==> config.mk <==
export PLATFORM = sky130hd
export DESIGN_NAME = exc_ctrl
export DESIGN_NICKNAME = d
export VERILOG_FILES = /design/src/rtl/exc_ctrl_pkg.sv /design/src/rtl/exc_ctrl_priority_enc.sv /design/src/rtl/exc_ctrl.sv
export SDC_FILE = /design/constraint.sdc
export NUM_CORES = 1
export LEC_CHECK = 0
export ABC_AREA = 1
export BUFFER_PORTS_ARGS = -buffer_cell sky130_fd_sc_hd__buf_2
export CAP_MARGIN = 10
export CORE_MARGIN = 2
export CORE_UTILIZATION = 53
export CTS_BUF_LIST = sky130_fd_sc_hd__clkbuf_8
export CTS_CLUSTER_SIZE = 20
export DETAILED_ROUTE_END_ITERATION = 8
export PLACE_DENSITY = 0.89
export SETUP_SLACK_MARGIN = 0.5
export SKIP_LAST_GASP = 1
export SLEW_MARGIN = 10
export SYNTH_ARGS = -nofsm -noshare
export SYNTH_HDL_FRONTEND = slang
export SYNTH_SLANG_ARGS = --single-unit
==> constraint.sdc <==
create_clock -name clk -period 2.1 [get_ports clk]
set_input_delay 0.21 -clock clk [delete_from_list [all_inputs] [get_ports clk]]
set_output_delay 0.21 -clock clk [all_outputs]
set_load 0.03 [all_outputs]
==> src/rtl/exc_ctrl_pkg.sv <==
// exc_ctrl_pkg: shared CP0 exception definitions for the exception/ERET sequencer.
//   - exc_type bit indices as carried down the pipe from ID
//   - Cause.ExcCode values
//   - Status/Cause field positions
//   - default exception entry vector
//   - exc_sel_t: result of the fixed-priority exception pick
package exc_ctrl_pkg;

    localparam int unsigned ADDR_W_DEFAULT = 32;
    localparam logic [31:0] DEFAULT_EXC_VECTOR = 32'hBFC0_0380;

    // Bit positions inside mem_exc_type
    localparam int unsigned EXC_BIT_IF      = 0;
    localparam int unsigned EXC_BIT_RI      = 1;
    localparam int unsigned EXC_BIT_OV      = 2;
    localparam int unsigned EXC_BIT_TP      = 3;
    localparam int unsigned EXC_BIT_BREAK   = 4;
    localparam int unsigned EXC_BIT_SYSCALL = 5;
    localparam int unsigned EXC_BIT_ADE     = 6;
    localparam int unsigned EXC_BIT_ERET    = 7;

    // Cause.ExcCode values
    localparam logic [4:0] EXCCODE_INT  = 5'h00;
    localparam logic [4:0] EXCCODE_ADEL = 5'h04;
    localparam logic [4:0] EXCCODE_ADES = 5'h05;
    localparam logic [4:0] EXCCODE_SYS  = 5'h08;
    localparam logic [4:0] EXCCODE_BP   = 5'h09;
    localparam logic [4:0] EXCCODE_RI   = 5'h0a;
    localparam logic [4:0] EXCCODE_OV   = 5'h0c;
    localparam logic [4:0] EXCCODE_TR   = 5'h0d;

    // Status field positions
    localparam int unsigned STATUS_IE    = 0;
    localparam int unsigned STATUS_EXL   = 1;
    localparam int unsigned STATUS_IM_LO = 8;
    localparam int unsigned STATUS_IM_HI = 15;

    // Cause field positions
    localparam int unsigned CAUSE_BD         = 31;
    localparam int unsigned CAUSE_IP_LO      = 8;
    localparam int unsigned CAUSE_IP_HI      = 15;
    localparam int unsigned CAUSE_EXCCODE_LO = 2;
    localparam int unsigned CAUSE_EXCCODE_HI = 6;

    typedef struct packed {
        logic       hit;          // some event won
        logic       is_eret;      // the winner is ERET, not an exception
        logic [4:0] exc_code;     // Cause.ExcCode for an exception
        logic       use_badvaddr; // exception updates BadVAddr
        logic       badvaddr_sel; // 0: fetch PC (IF AdEL), 1: data address (ADE)
    } exc_sel_t;

endpackage

==> src/rtl/exc_ctrl_priority_enc.sv <==
// exc_priority_enc: combinational fixed-priority pick among pending events.
//   exc_type    in  8  {eret, ade, syscall, break, tp, ov, ri, if}
//   int_pending in  1  an enabled, unmasked interrupt is pending
//   is_store    in  1  selects AdES over AdEL for a data address error
//   sel         out    exc_sel_t {hit, is_eret, exc_code, use_badvaddr, badvaddr_sel}
module exc_priority_enc
    import exc_ctrl_pkg::*;
(
    input  logic [7:0] exc_type,
    input  logic       int_pending,
    input  logic       is_store,
    output exc_sel_t   sel
);

    always_comb begin
        sel     = '0;
        sel.hit = 1'b1;
        if (int_pending) begin
            sel.exc_code = EXCCODE_INT;
        end else if (exc_type[EXC_BIT_IF]) begin
            sel.exc_code     = EXCCODE_ADEL;
            sel.use_badvaddr = 1'b1;
            sel.badvaddr_sel = 1'b0;
        end else if (exc_type[EXC_BIT_RI]) begin
            sel.exc_code = EXCCODE_RI;
        end else if (exc_type[EXC_BIT_OV]) begin
            sel.exc_code = EXCCODE_OV;
        end else if (exc_type[EXC_BIT_TP]) begin
            sel.exc_code = EXCCODE_TR;
        end else if (exc_type[EXC_BIT_SYSCALL]) begin
            sel.exc_code = EXCCODE_SYS;
        end else if (exc_type[EXC_BIT_BREAK]) begin
            sel.exc_code = EXCCODE_BP;
        end else if (exc_type[EXC_BIT_ADE]) begin
            sel.exc_code     = is_store ? EXCCODE_ADES : EXCCODE_ADEL;
            sel.use_badvaddr = 1'b1;
            sel.badvaddr_sel = 1'b1;
        end else if (exc_type[EXC_BIT_ERET]) begin
            // Lowest priority: any exception bit alongside eret wins above.
            sel.is_eret = 1'b1;
        end else begin
            sel.hit = 1'b0;
        end
    end

endmodule

==> src/rtl/exc_ctrl.sv <==
// exc_ctrl: exception / ERET sequencer at the MEM/CP0 boundary.
// Picks one event from the MEM-stage instruction (or a pending interrupt), then runs
// IDLE -> COMMIT (flush + CP0 write strobes) -> REDIRECT (hold redirect until if_ready).
//   clk, rst_n                     clock, async active-low reset
//   mem_valid/exc_type/pc/...      MEM-stage instruction and its exception info
//   cp0_status/cp0_ip/cp0_epc      current CP0 state
//   if_ready                       IF accepts the redirect this cycle
//   flush/stall_req                pipeline control
//   redirect_valid/redirect_pc     fetch redirect
//   cp0_*                          CP0 write strobes and data (COMMIT only)
module exc_ctrl
    import exc_ctrl_pkg::*;
#(
    parameter int unsigned            ADDR_W     = ADDR_W_DEFAULT,
    parameter logic [ADDR_W-1:0]      EXC_VECTOR = DEFAULT_EXC_VECTOR
) (
    input  logic              clk,
    input  logic              rst_n,
    input  logic              mem_valid,
    input  logic [7:0]        mem_exc_type,
    input  logic [ADDR_W-1:0] mem_pc,
    input  logic              mem_in_delay_slot,
    input  logic              mem_is_store,
    input  logic [ADDR_W-1:0] mem_badvaddr,
    input  logic [31:0]       cp0_status,
    input  logic [7:0]        cp0_ip,
    input  logic [ADDR_W-1:0] cp0_epc,
    input  logic              if_ready,
    output logic              flush,
    output logic              stall_req,
    output logic              redirect_valid,
    output logic [ADDR_W-1:0] redirect_pc,
    output logic              cp0_exc_we,
    output logic              cp0_epc_we,
    output logic [4:0]        cp0_exc_code,
    output logic              cp0_bd,
    output logic [ADDR_W-1:0] cp0_epc_wdata,
    output logic              cp0_badvaddr_we,
    output logic [ADDR_W-1:0] cp0_badvaddr,
    output logic              cp0_eret
);

    typedef enum logic [1:0] {StIdle, StCommit, StRedirect} state_e;

    state_e            state_q;
    logic              eret_q;   // pending event is ERET (selects redirect target)
    logic              int_pending;
    logic              exl;
    exc_sel_t          sel;
    logic [ADDR_W-1:0] epc_val;
    logic [ADDR_W-1:0] bv_val;
    logic              unused_status;

    assign exl         = cp0_status[STATUS_EXL];
    assign int_pending = (|(cp0_ip & cp0_status[STATUS_IM_HI:STATUS_IM_LO]))
                         & cp0_status[STATUS_IE] & ~exl;
    assign unused_status = ^{cp0_status[31:STATUS_IM_HI+1], cp0_status[STATUS_IM_LO-1:2]};

    // A delay-slot instruction restarts at its branch.
    assign epc_val = mem_in_delay_slot ? (mem_pc - ADDR_W'(4)) : mem_pc;
    assign bv_val  = sel.badvaddr_sel ? mem_badvaddr : mem_pc;

    exc_priority_enc u_prio (
        .exc_type    (mem_exc_type),
        .int_pending (int_pending),
        .is_store    (mem_is_store),
        .sel         (sel)
    );

    always_ff @(posedge clk or negedge rst_n) begin
        if (!rst_n) begin
            state_q         <= StIdle;
            eret_q          <= 1'b0;
            flush           <= 1'b0;
            stall_req       <= 1'b0;
            redirect_valid  <= 1'b0;
            redirect_pc     <= '0;
            cp0_exc_we      <= 1'b0;
            cp0_epc_we      <= 1'b0;
            cp0_exc_code    <= '0;
            cp0_bd          <= 1'b0;
            cp0_epc_wdata   <= '0;
            cp0_badvaddr_we <= 1'b0;
            cp0_badvaddr    <= '0;
            cp0_eret        <= 1'b0;
        end else begin
            // Strobes are single-cycle: only the capture edge raises them.
            flush           <= 1'b0;
            cp0_exc_we      <= 1'b0;
            cp0_epc_we      <= 1'b0;
            cp0_badvaddr_we <= 1'b0;
            cp0_eret        <= 1'b0;
            unique case (state_q)
                StIdle: begin
                    if (mem_valid && sel.hit) begin
                        state_q         <= StCommit;
                        eret_q          <= sel.is_eret;
                        flush           <= 1'b1;
                        stall_req       <= 1'b1;
                        cp0_eret        <= sel.is_eret;
                        cp0_exc_we      <= ~sel.is_eret;
                        // With EXL already set, EPC/BD keep the original fault.
                        cp0_epc_we      <= ~sel.is_eret & ~exl;
                        cp0_exc_code    <= sel.is_eret ? 5'h00 : sel.exc_code;
                        cp0_bd          <= ~sel.is_eret & mem_in_delay_slot;
                        cp0_epc_wdata   <= sel.is_eret ? '0 : epc_val;
                        cp0_badvaddr_we <= ~sel.is_eret & sel.use_badvaddr;
                        cp0_badvaddr    <= (!sel.is_eret && sel.use_badvaddr) ? bv_val : '0;
                    end
                end
                StCommit: begin
                    state_q        <= StRedirect;
                    stall_req      <= 1'b1;
                    redirect_valid <= 1'b1;
                    // ERET target is frozen here so later CP0 writes cannot move it.
                    redirect_pc    <= eret_q ? cp0_epc : EXC_VECTOR;
                    cp0_exc_code   <= '0;
                    cp0_bd         <= 1'b0;
                    cp0_epc_wdata  <= '0;
                    cp0_badvaddr   <= '0;
                end
                StRedirect: begin
                    if (if_ready) begin
                        state_q        <= StIdle;
                        eret_q         <= 1'b0;
                        stall_req      <= 1'b0;
                        redirect_valid <= 1'b0;
                        redirect_pc    <= '0;
                    end
                end
                default: state_q <= StIdle;
            endcase
        end
    end

endmodule

==> results of run 1 <==
[power groups by stage]
stage / sequential [mW] / combinational [mW] / clock (mW)
floorplan: 4.52 / 1.30 / 0
global placement: 3.20 / 3.89 / 0
detailed placement: 3.22 / 3.95 / 0
CTS: 3.18 / 4.00 / 1.39
global route: 3.25 / 4.33 / 1.48
finish: 3.18 / 4.04 / 1.35
[cell usage in the layout, fill, tap and decap left out, types with 6 or more instances in the layout]
| cell type | count |
|---|---|
| nand3_1 | 179 |
| dfrtp_1 | 110 |
| nand2_1 | 301 |
| inv_1 | 43 |
| clkbuf_8 | 9 |
| o21ai_0 | 22 |
| nand4_1 | 6 |
| buf_4 | 10 |
| nor3_1 | 7 |
| nor2_1 | 70 |
| xor2_1 | 6 |
| buf_2 | 234 |
[per-stage QoR]
stage	utilization [%]	setup WS [ps]	area [sq um]	hold slack (ps)	power [mW]
final	68.9	595	7500	27.7	8.57
after global placement	66.1	228	7200	230	7.08
after CTS	68.5	519	7460	11.7	8.57
after floorplan	-	691	5940	-85.6	5.83
after detailed placement	66.1	170	7200	225	7.16
after global routing	68.8	401	7490	4.65	9.06
[worst register-to-register path: cells and delay by family (launching register included)]
family	cells	cell delay (ps)
flops	1	440
simple gates	4	660
buf+inv	1	290
[kinds of logic after synthesis]
logic type,share of synthesized area (%)
AOI/OAI and AO/OA,2.15
xor gates and xnor gates,1.62
adders and majority gates,0.211
buffers and inverters,6.95
DFF,46.7
other,0.0631
and+or+nand+nor,42.3
[layer usage]
| metal | track usage, % | vias to the layer above | share of wire (%) |
|---|---|---|---|
| met5 | 0 | - | 0 |
| met4 | 13.1 | 0 | 3.8 |
| met3 | 6.64 | 57 | 9.5 |
| met2 | 53.6 | 353 | 50 |
| met1 | 37.8 | 3024 | 37 |
| li1 | - | 3066 | - |
[layout make-up]
class / count / area, sq um / area share, %
Sequential cell: 111 / 2780 / 37.1
Multi-Input combinational cell: 622 / 2780 / 37.0
Timing Repair Buffer: 252 / 1380 / 18.4
Tap cell: 140 / 175 / 2.34
Inverter: 45 / 169 / 2.25
Clock buffer: 9 / 124 / 1.65
Clock inverter: 7 / 91.3 / 1.22
Antenna cell: 1 / 2.50 / 0.0334
[state kept, by name, indices dropped and copies added (netlist names)]
register         flops
cp0_eret             1
cp0_exc_we           1
cp0_badvaddr_we      1
eret_q               1
cp0_epc_wdata       32
cp0_bd               1
redirect_valid       1
cp0_badvaddr        32
cp0_exc_code         4
flush                1
stall_req            1
state_q              2
redirect_pc         32
cp0_epc_we           1
[how the worst min path moves through the flow]
stage,slack [ps],end
5_1_grt,5,cp0_epc_we
3_3_place_gp,230,redirect_pc[16]
3_5_place_dp,220,redirect_pc[17]
2_1_floorplan,-90,cp0_badvaddr[0]
6_report,30,cp0_epc_we
4_1_cts,10,cp0_epc_we
[timing repair]
item,4_1_cts,5_1_grt
setup buffers,1,3
gates resized for setup,2,5
pin swaps,2,1
endpoints found under the setup margin,38,40
hold buffers,1,0
endpoints found under the hold margin,39,0
cloned,1,0
==> summary.md, run 1 <==
| Metric | Value |
|---|---|
| Yosys top cell area share | 46.7% |
| Site row count | 38 |
| Worst setup path startpoint | state_q[0] |
| Switching Power | 4.15 mW |
| Area grow syn2layout | 26.2% |
| Switching part of the total | between 40% and 50% |
| CP Cell Sequence | nor2_1, nand3_2, buf_12, nand3_1, nand2_1 |
| CTS sink cnt | 111 |
| Reg-to-reg critical path endpoint | cp0_badvaddr[13] |
| Initial drt markers | about 630 |
| Vias per cell | 5.48 |
| Core area | 10900 sq um |
| Top fanout value on the critical path | 78 |
| FFs w/ async S/R, synth | 100% |
| Worst R2R Start | state_q[0] |
| Drt first pass iters | 6 |
| Initial antenna violation count | 0 |
| Part of the power in registers | ~37% |
| Fillers | 960 |
| Req. time, crit path | approximately 2400 ps |
| Internal cell power | 4.43 mW |
| First-pass GRT wire length | 29100 microns |
| Yosys warnings | 0 |
| Startpoint types | flop |
| Die width | 110 microns |
| Synthesized instance count | 822 |
| Crit path buf inv count | 1 |
| Layout Cells excl Fill | 1187 |
| Placer Congestion | 0.956 |
| Crit path capture type | flop |
| FF-to-FF setup slack | 600 ps |
| Cell class contributing the biggest share of worst-path delay | simple AND/OR/NAND/NOR gates |
| Via Count | 6500 |
| RSZ-0062 raised after global routing | true |
| Mapped cell area | slightly below 6000 sq um |
| Detail Route Antenna Nets | 0 |
| Leakage power | roughly 4.5 nW |
| Period minus WS final | between 1500 and 2000 ps |
| Worst vdd ir | roughly 790 uV |
| CTS clk-pin slew, worst paths | about 130 ps |
| Initial core utilization | between 50% and 60% |
| Number of synthesized flops with an enable pin | 0 |
| Average footprint of a synthesized cell | around 7.2 sq um |
| Register bit total from synthesis | 111 |
| Clock Skew | 13.4 ps |
| Top cells by area, synth | dfrtp_1 (47%), nand2_1 (19%), nand3_1 (15%) |
| Max-cap violations | 0 |
| Critical path class | flop to flop |
| Vias in the first global route | 6034 |
| Port bufs | 235 |
| Pin count of the biggest net entering global routing | 79 |
| Min-delay worst type | primary input to flop |
| Relative slew margins | 64.5% |
| Total GRT Usage | 31.2% |
| Critical-path top delay cell | dfrtp_1 |
| Synth cell count leaders | nand2_1 (303), nand3_1 (179), dfrtp_1 (111) |
| Ys flop type | dfrtp_1 |
| TritonCTS buffer count | 9 |
| Top-count cell post-synth | nand2_1 |
| H-tree levels | 3 |
| Hold Path Origin | cp0_status[1] |
| Clk_lat worst skew | approximately 380 ps |
| Yosys cell types | 29 |
| Max Slew Vio Count | 0 |
| Gr ovfl total | 0 |
| Final Hold Vio Count | 0 |
| Final wirelength | 18900 microns |
| Seq/Total Area, Yosys | 46.7% |
| Part of the power in combinational logic | 47.1% |
| DP HPWL | ~13000 microns |
| DR DRC count | 0 |
| Die area | 12100 sq um |
| Num ports | 259 |
| Placed insts | 1164 |
| Setup-failing EPs final | 0 |
| Setup TNS | 0 ps |
| Die height | about 110 microns |
| Hold Path Stages | 2 |
| Clock power frac | 15.8% |
| Clock buffer depth | 2 |
| CTS tree | done |
| Worst Setup EP | cp0_badvaddr[13] |
| WL per Instance | about 16 microns |
| Synth Net Count | 973 |
| Critical Path Stages | 5 |
| Worst-margin pin slew | 532 ps |
| Reg2reg path depth | 5 |
| Share of layout cells above drive strength 1 | about 28% |
| Outcome | finished clean |
| Critical Path AT | 1760 ps |
| Root Driver | clkbuf_8 |
| Max stage delay on crit path | 440 ps |
| Post-synth top area cell | dfrtp_1 |
| Maximum clock frequency | between 0.6 and 0.7 GHz |
| Final period util | between 70% and 80% |
| PD cells | 1140 nW/um^2 |
| # nets final | 1192 |
(Power assumes the default switching activity.)
==> run 2, diff against run 1 <==
--- a/config.mk
+++ b/config.mk
@@ -9,11 +9,11 @@
 export BUFFER_PORTS_ARGS = -buffer_cell sky130_fd_sc_hd__buf_2
 export CAP_MARGIN = 10
 export CORE_MARGIN = 2
-export CORE_UTILIZATION = 53
+export CORE_UTILIZATION = 49
 export CTS_BUF_LIST = sky130_fd_sc_hd__clkbuf_8
 export CTS_CLUSTER_SIZE = 20
 export DETAILED_ROUTE_END_ITERATION = 8
-export PLACE_DENSITY = 0.89
+export PLACE_DENSITY = 0.83
 export SETUP_SLACK_MARGIN = 0.5
 export SKIP_LAST_GASP = 1
 export SLEW_MARGIN = 10
==> constraint.sdc (replaced) <==
create_clock -name clk -period 1.4 [get_ports clk]
set_input_delay 0.14 -clock clk [delete_from_list [all_inputs] [get_ports clk]]
set_output_delay 0.14 -clock clk [all_outputs]
set_load 0.03 [all_outputs]
==> summary.md, run 2 (synthesized netlist as in run 1, its figures left out) <==
| Metric | Value |
|---|---|
| Outcome | complete, but fails checks |
| Failing checks | negative hold slack |
| Worst R2R Start | state_q[1] |
| Setup-failing EPs final | 0 |
| H-tree levels | 3 |
| # nets final | 1304 |
| Detail Route Antenna Nets | 0 |
| Startpoint types | flop |
| CTS clk-pin slew, worst paths | 110 ps |
| Gr ovfl total | 0 |
| Final wirelength | 23600 microns |
| Critical-path top delay cell | dfrtp_1 |
| Worst setup path startpoint | state_q[1] |
| Area grow syn2layout | 55.5% |
| Pin count of the biggest net entering global routing | 59 |
| First-pass GRT wire length | 32000 microns |
| Largest registers | cp0_badvaddr: 32 flops, cp0_epc_wdata: 32 flops, redirect_pc: 32 flops |
| Share of layout cells above drive strength 1 | 37.1% |
| Crit path buf inv count | 3 |
| DR DRC count | 0 |
| Die width | approximately 110 microns |
| Num ports | 259 |
| Dpl cell area | roughly 7700 sq um |
| Fillers | 800 |
| Final Hold Vio Count | 1 |
| WL per Instance | between 15 and 20 microns |
| Max stage delay on crit path | 420 ps |
| Die height | 114 microns |
| Initial antenna violation count | 1 |
| Clock buffer depth | 2 |
| PD cells | 1680 nW/um^2 |
| Port bufs | 235 |
| Vias per cell | about 5.6 |
| Clk_lat worst skew | 380 ps |
| DP HPWL | 13500 microns |
| Power, Total | 15.5 mW |
| Top fanout value on the critical path | 5 |
| Hold WS | -4.02 ps |
| RSZ-0062 raised after global routing | true |
| Total GRT Usage | 31.2% |
| Maximum clock frequency | about 0.73 GHz |
| CP Cell Sequence | nor2_4, inv_2, nor3_4, buf_6, clkbuf_16, nand2_2, nand2_1 |
| Hold Path Origin | cp0_epc[28] |
| Critical path class | flop to flop |
| Crit path capture type | flop |
| Design area | ~9000 sq um |
| Util after Layout | between 70 and 80% |
| Req. time, crit path | 1720 ps |
| Min-delay worst type | primary input to flop |
| Commonest cells after routing, fill and taps aside | nand2_1 (272), buf_2 (189), nand3_1 (165) |
| CTS tree | done |
| Drt first pass iters | 6 |
| Via Count | approximately 7300 |
| Worst vdd ir | 1350 uV |
| Critical Path AT | 1690 ps |
| Final period util | between 90% and 100% |
| TritonCTS buffer count | 9 |
| Leakage power | 5.29 nW |
| Core area | 11900 sq um |
| Max Slew Vio Count | 0 |
| Commonest non-fill, non-tap cell in the layout | nand2_1 |
| Placer Congestion | ~0.94 |
| Max-cap violations | 0 |
| CTS sink cnt | 111 |
| Root Driver | clkbuf_8 |
| Initial drt markers | 938 |
| Period minus WS final | 1370 ps |
| Site row count | 40 |
| Initial core utilization | 49.9% |
| Cell class contributing the biggest share of worst-path delay | simple AND/OR/NAND/NOR gates |
| Die area | 13000 sq um |
| Clock Skew | 11.0 ps |
| Vias in the first global route | 6607 |
==> run 2: changes by cell type in the layout (fill, tap and decap cells not counted), sizes merged <==
cell,previous run,this run
clkinv,3,1
buf,251,334
bufbuf,0,1
dlygate4sd3,1,25
clkbuf,9,15
bufinv,0,2
inv,49,47
==> run 2: through the flow <==
stage / TNS [ps] / setup WS (ps) / cells
after global routing: -19.6 / -19.6 / 1306
after CTS: 0 / 106 / 1265
after detailed placement: -20730 / -371 / 1214
final: 0 / 31.0 / 1306
after floorplan: 0 / 164 / 822
after global placement: -19900 / -319 / 1214
==> run 2: where the power goes <==
| part | switching [mW] | internal, mW | leakage (nW) |
|---|---|---|---|
| logic | 4.99 | 3.31 | 3.71 |
| registers | 0.728 | 4.22 | 1.46 |
| clock network | 1.16 | 1.12 | 0.121 |
==> run 2: cell type report <==
type	count	area (sq um)	area share, %
clock buffers	11	151	1.64
diodes	1	2.50	0.0271
multi-input cells	622	3020	32.7
well taps	147	184	1.99
repair buffers	364	2840	30.8
clock inverters	5	86.3	0.934
inverters	45	171	1.85
flip-flops and latches	111	2780	30.1
==> run 2: final timing paths <==
check	end	slack [ps]	depth (start not counted)
max	cp0_badvaddr[24]	30	7
min	redirect_pc[28]	-4	3
max reg2reg	cp0_badvaddr[24]	30	7
min reg2reg	redirect_pc[23]	510	2
max in group asynchronous	cp0_epc_wdata[8]	650	3
min in group asynchronous	redirect_pc[29]	150	2
==> run 2: worst min-delay path, delay by kind of cell <==
kind / cells / cell delay [ps]
buf+inv: 1 / 70
compound gates: 1 / 70
simple gates: 1 / 70
==> run 2: what timing repair did <==
item,in CTS,in global routing
gates cloned,4,4
endpoints found under the setup margin,219,219
hold buffers,24,1
endpoints found under the hold margin,134,1
gates resized for setup,15,177
buffers inserted,7,35
pin swaps,5,12
==> run 2: routing by layer <==
metal	GRT usage, %	routed length, microns
met5	0	0
met4	14.1	1130
met3	5.66	2560
met2	52.0	11400
met1	39.7	8510
==> run 3, diff against run 2 <==
--- a/config.mk
+++ b/config.mk
@@ -5,14 +5,14 @@
 export SDC_FILE = /design/constraint.sdc
 export NUM_CORES = 1
 export LEC_CHECK = 0
-export ABC_AREA = 1
 export BUFFER_PORTS_ARGS = -buffer_cell sky130_fd_sc_hd__buf_2
 export CAP_MARGIN = 10
 export CORE_MARGIN = 2
-export CORE_UTILIZATION = 49
+export CORE_UTILIZATION = 47
 export CTS_BUF_LIST = sky130_fd_sc_hd__clkbuf_8
 export CTS_CLUSTER_SIZE = 20
 export DETAILED_ROUTE_END_ITERATION = 8
+export GPL_TIMING_DRIVEN = 0
 export PLACE_DENSITY = 0.83
 export SETUP_SLACK_MARGIN = 0.5
 export SKIP_LAST_GASP = 1
==> summary.md, run 3 <==
| Metric | Value |
|---|---|
| Min-delay worst type | primary input to asynchronous set/reset pin |
| Maximum clock frequency | 0.590 GHz |
| Internal cell power | 11.1 mW |
| Port bufs | between 200 and 250 |
| Setup WS post-layout | -296 ps |
| Synth Area in Compound Gates | 19.1% |
| Seq/Total Area, Yosys | 54.8% |
| Max Slew Vio Count | 0 |
| WL per Instance | 23.5 microns |
| Gr ovfl total | 0 |
| Post-synth top area cell | dfrtp_1 |
| Num ports | 259 |
| Yosys cell types | 50 |
| CTS tree | done |
| Hold WS | -326 ps |
| Leakage power | 4.65 nW |
| Max-cap violations | 0 |
| Startpoint types | flop |
| Placed insts | 858 |
| Clock buffer depth | 2 |
| Failing checks | negative hold slack, negative setup slack |
| XOR/XNOR Fraction of Synth Area | 5.01% |
| DR DRC count | 0 |
| Top-count cell post-synth | dfrtp_1 |
| Max stage delay on crit path | 430 ps |
| Placer Congestion | 0.859 |
| Top fanout value on the critical path | 10 |
| Final Hold Vio Count | 53 |
| Critical-path top delay cell | dfrtp_2 |
| CP Cell Sequence | buf_6, nor2_2, a311o_1, buf_8, clkbuf_8, a221o_1 |
| First-pass GRT wire length | 32400 microns |
| Clock Skew | about 19 ps |
| DP HPWL | 11800 microns |
| Setup TNS | -16620 ps |
| CTS sink cnt | 111 |
| Part of the power in registers | 28.7% |
| Initial drt markers | 619 |
| Critical Path AT | 1950 ps |
| Area grow syn2layout | 84.6% |
| Crit path capture type | flop |
| FF-to-FF setup slack | -300 ps |
| Clock power frac | 12.0% |
| Switching Power | between 8 and 9 mW |
| Detail Route Antenna Nets | 0 |
| Util after Layout | 89.8% |
| Synth cell count leaders | dfrtp_1 (111), nor2_1 (55), nand2_1 (49) |
| Final period util | 121% |
| Pre-CTS setup slack | -469 ps |
| CTS clk-pin slew, worst paths | between 100 and 150 ps |
| # nets final | 1029 |
| Worst vdd ir | 1370 uV |
| Commonest cells after routing, fill and taps aside | buf_2 (127), buf_6 (119), dfrtp_1 (108) |
| Largest registers | cp0_badvaddr: 32 flops, cp0_epc_wdata: 32 flops, redirect_pc: 32 flops |
| Die area | 11600 sq um |
| Part of the power in combinational logic | approximately three fifths |
| Commonest non-fill, non-tap cell in the layout | buf_2 |
| Power, Total | 19.3 mW |
| Register bit total from synthesis | 111 |
| Relative slew margins | 63.2% |
| Fraction of the mapped netlist area in simple logic gates | between 10% and 20% |
| Dpl cell area | 6860 sq um |
| Design area | 9350 sq um |
| Worst-margin pin slew | 547 ps |
| Adder-cell share of the synthesized area | 0.247% |
| Ys flop type | dfrtp_1 |
| Layout Cells excl Fill | 1021 |
| Synthesized instance count | ~500 |
| Die height | 108 microns |
| Drt first pass iters | 6 |
| Initial antenna violation count | 2 |
| Clk_lat worst skew | 390 ps |
| H-tree levels | 3 |
| Vias in the first global route | 6026 |
| Synth Net Count | between 600 and 700 |
| Vias per cell | 5.86 |
| Fillers | just over 400 |
| Main combinational cell family by area after synthesis | compound AO/OA/AOI/OAI gates |
| Period minus WS final | 1700 ps |
| Yosys warnings | 0 |
| Outcome | complete, but fails checks |
| Site row count | 37 |
| RSZ-0062 raised after global routing | true |
| Yosys top cell area share | 54.8% |
| Average footprint of a synthesized cell | 10.4 sq um |
| Final wirelength | 24000 microns |
| Total GRT Usage | 36.4% |
| Root Driver | clkbuf_8 |
| Setup-failing EPs final | about 100 |
| Multi-input gate area | 2410 sq um |
| Via Count | 5986 |
| Initial core utilization | 48.6% |
| Critical path class | flop to flop |
| TritonCTS buffer count | 9 |
| Die width | between 100 and 150 microns |
| Mapped cell area | slightly above 5000 sq um |
| Number of synthesized flops with an enable pin | 0 |
| Core area | 10400 sq um |
| Pin count of the biggest net entering global routing | 60 |
| PD cells | 2060 nW/um^2 |
| Top cells by area, synth | dfrtp_1 (55%), a221o_1 (6.3%), xnor2_1 (5.0%) |
| FF/Latch Area | 2780 sq um |
| Switching part of the total | 42.5% |
| Req. time, crit path | 1660 ps |
| Share of layout cells above drive strength 1 | a little over 50% |
| Post-synthesis mux area share | 0% |
| FFs w/ async S/R, synth | 100% |
| Hold-fix buffers, CTS | 38 |
[run 3: power groups by stage]
stage	combinational [mW]	sequential, mW	clock (mW)
after CTS	9.83	5.33	2.22
after global placement	6.70	5.12	0
after floorplan	2.32	7.44	0
after detailed placement	6.86	5.20	0
after global routing	11.8	5.57	2.44
final	11.4	5.52	2.31
[run 3: worst max-delay path: cells and delay by family, from the launching register on]
kind	cells	cell delay, ps
AND/OR/NAND/NOR	1	40
flip-flops	1	430
AO/OA/AOI/OAI	2	650
buffers and inverters	3	450
[run 3: path summary, 6_finish.rpt]
| kind | from | end | cells past startpoint |
|---|---|---|---|
| setup reg to reg | state_q[0] | cp0_badvaddr[22] | 6 |
| max in group asynchronous | rst_n | state_q[0] | 2 |
| min in group clk | cp0_epc[5] | redirect_pc[5] | 2 |
| setup / recovery | state_q[0] | cp0_badvaddr[22] | 6 |
| hold / removal | rst_n | cp0_badvaddr[11] | 1 |
| hold reg to reg | cp0_epc_wdata[18] | cp0_epc_wdata[18] | 2 |
[run 3: timing repair]
action                                  4_1_cts  5_1_grt
buffers inserted                             56       40
endpoints found under the setup margin      219      219
hold endpoints to repair                     90       52
pin swaps                                     2       11
resized for setup                           260       44
gates cloned                                  8        3
[run 3: cells by family after synthesis]
group,count (synthesis)
AND/OR/NAND/NOR,151
AO/OA/AOI/OAI,129
flip-flops,111
buffers and inverters,64
XOR/XNOR,29
adder cells (fa/ha/maj),1
other,1
[run 3: per-layer routing]
| layer | vias up | global-route usage [%] | routed length (microns) |
|---|---|---|---|
| met1 | 2927 | 39.4 | 8330 |
| li1 | 2517 | - | - |
| met2 | 442 | 65.4 | 12300 |
| met4 | 0 | 17.0 | 1200 |
| met3 | 100 | 10.3 | 2190 |
| met5 | - | 0 | 0 |
[run 3: cell type report]
cell class,instances,share of cell area (%)
Clock inverter,5,0.856
Timing Repair Buffer,380,34.3
Buffer,28,4.32
Inverter,36,1.55
Tap cell,136,1.82
Multi-Input combinational cell,312,25.8
Clock buffer,11,1.62
Sequential cell,111,29.7
Antenna cell,2,0.0535
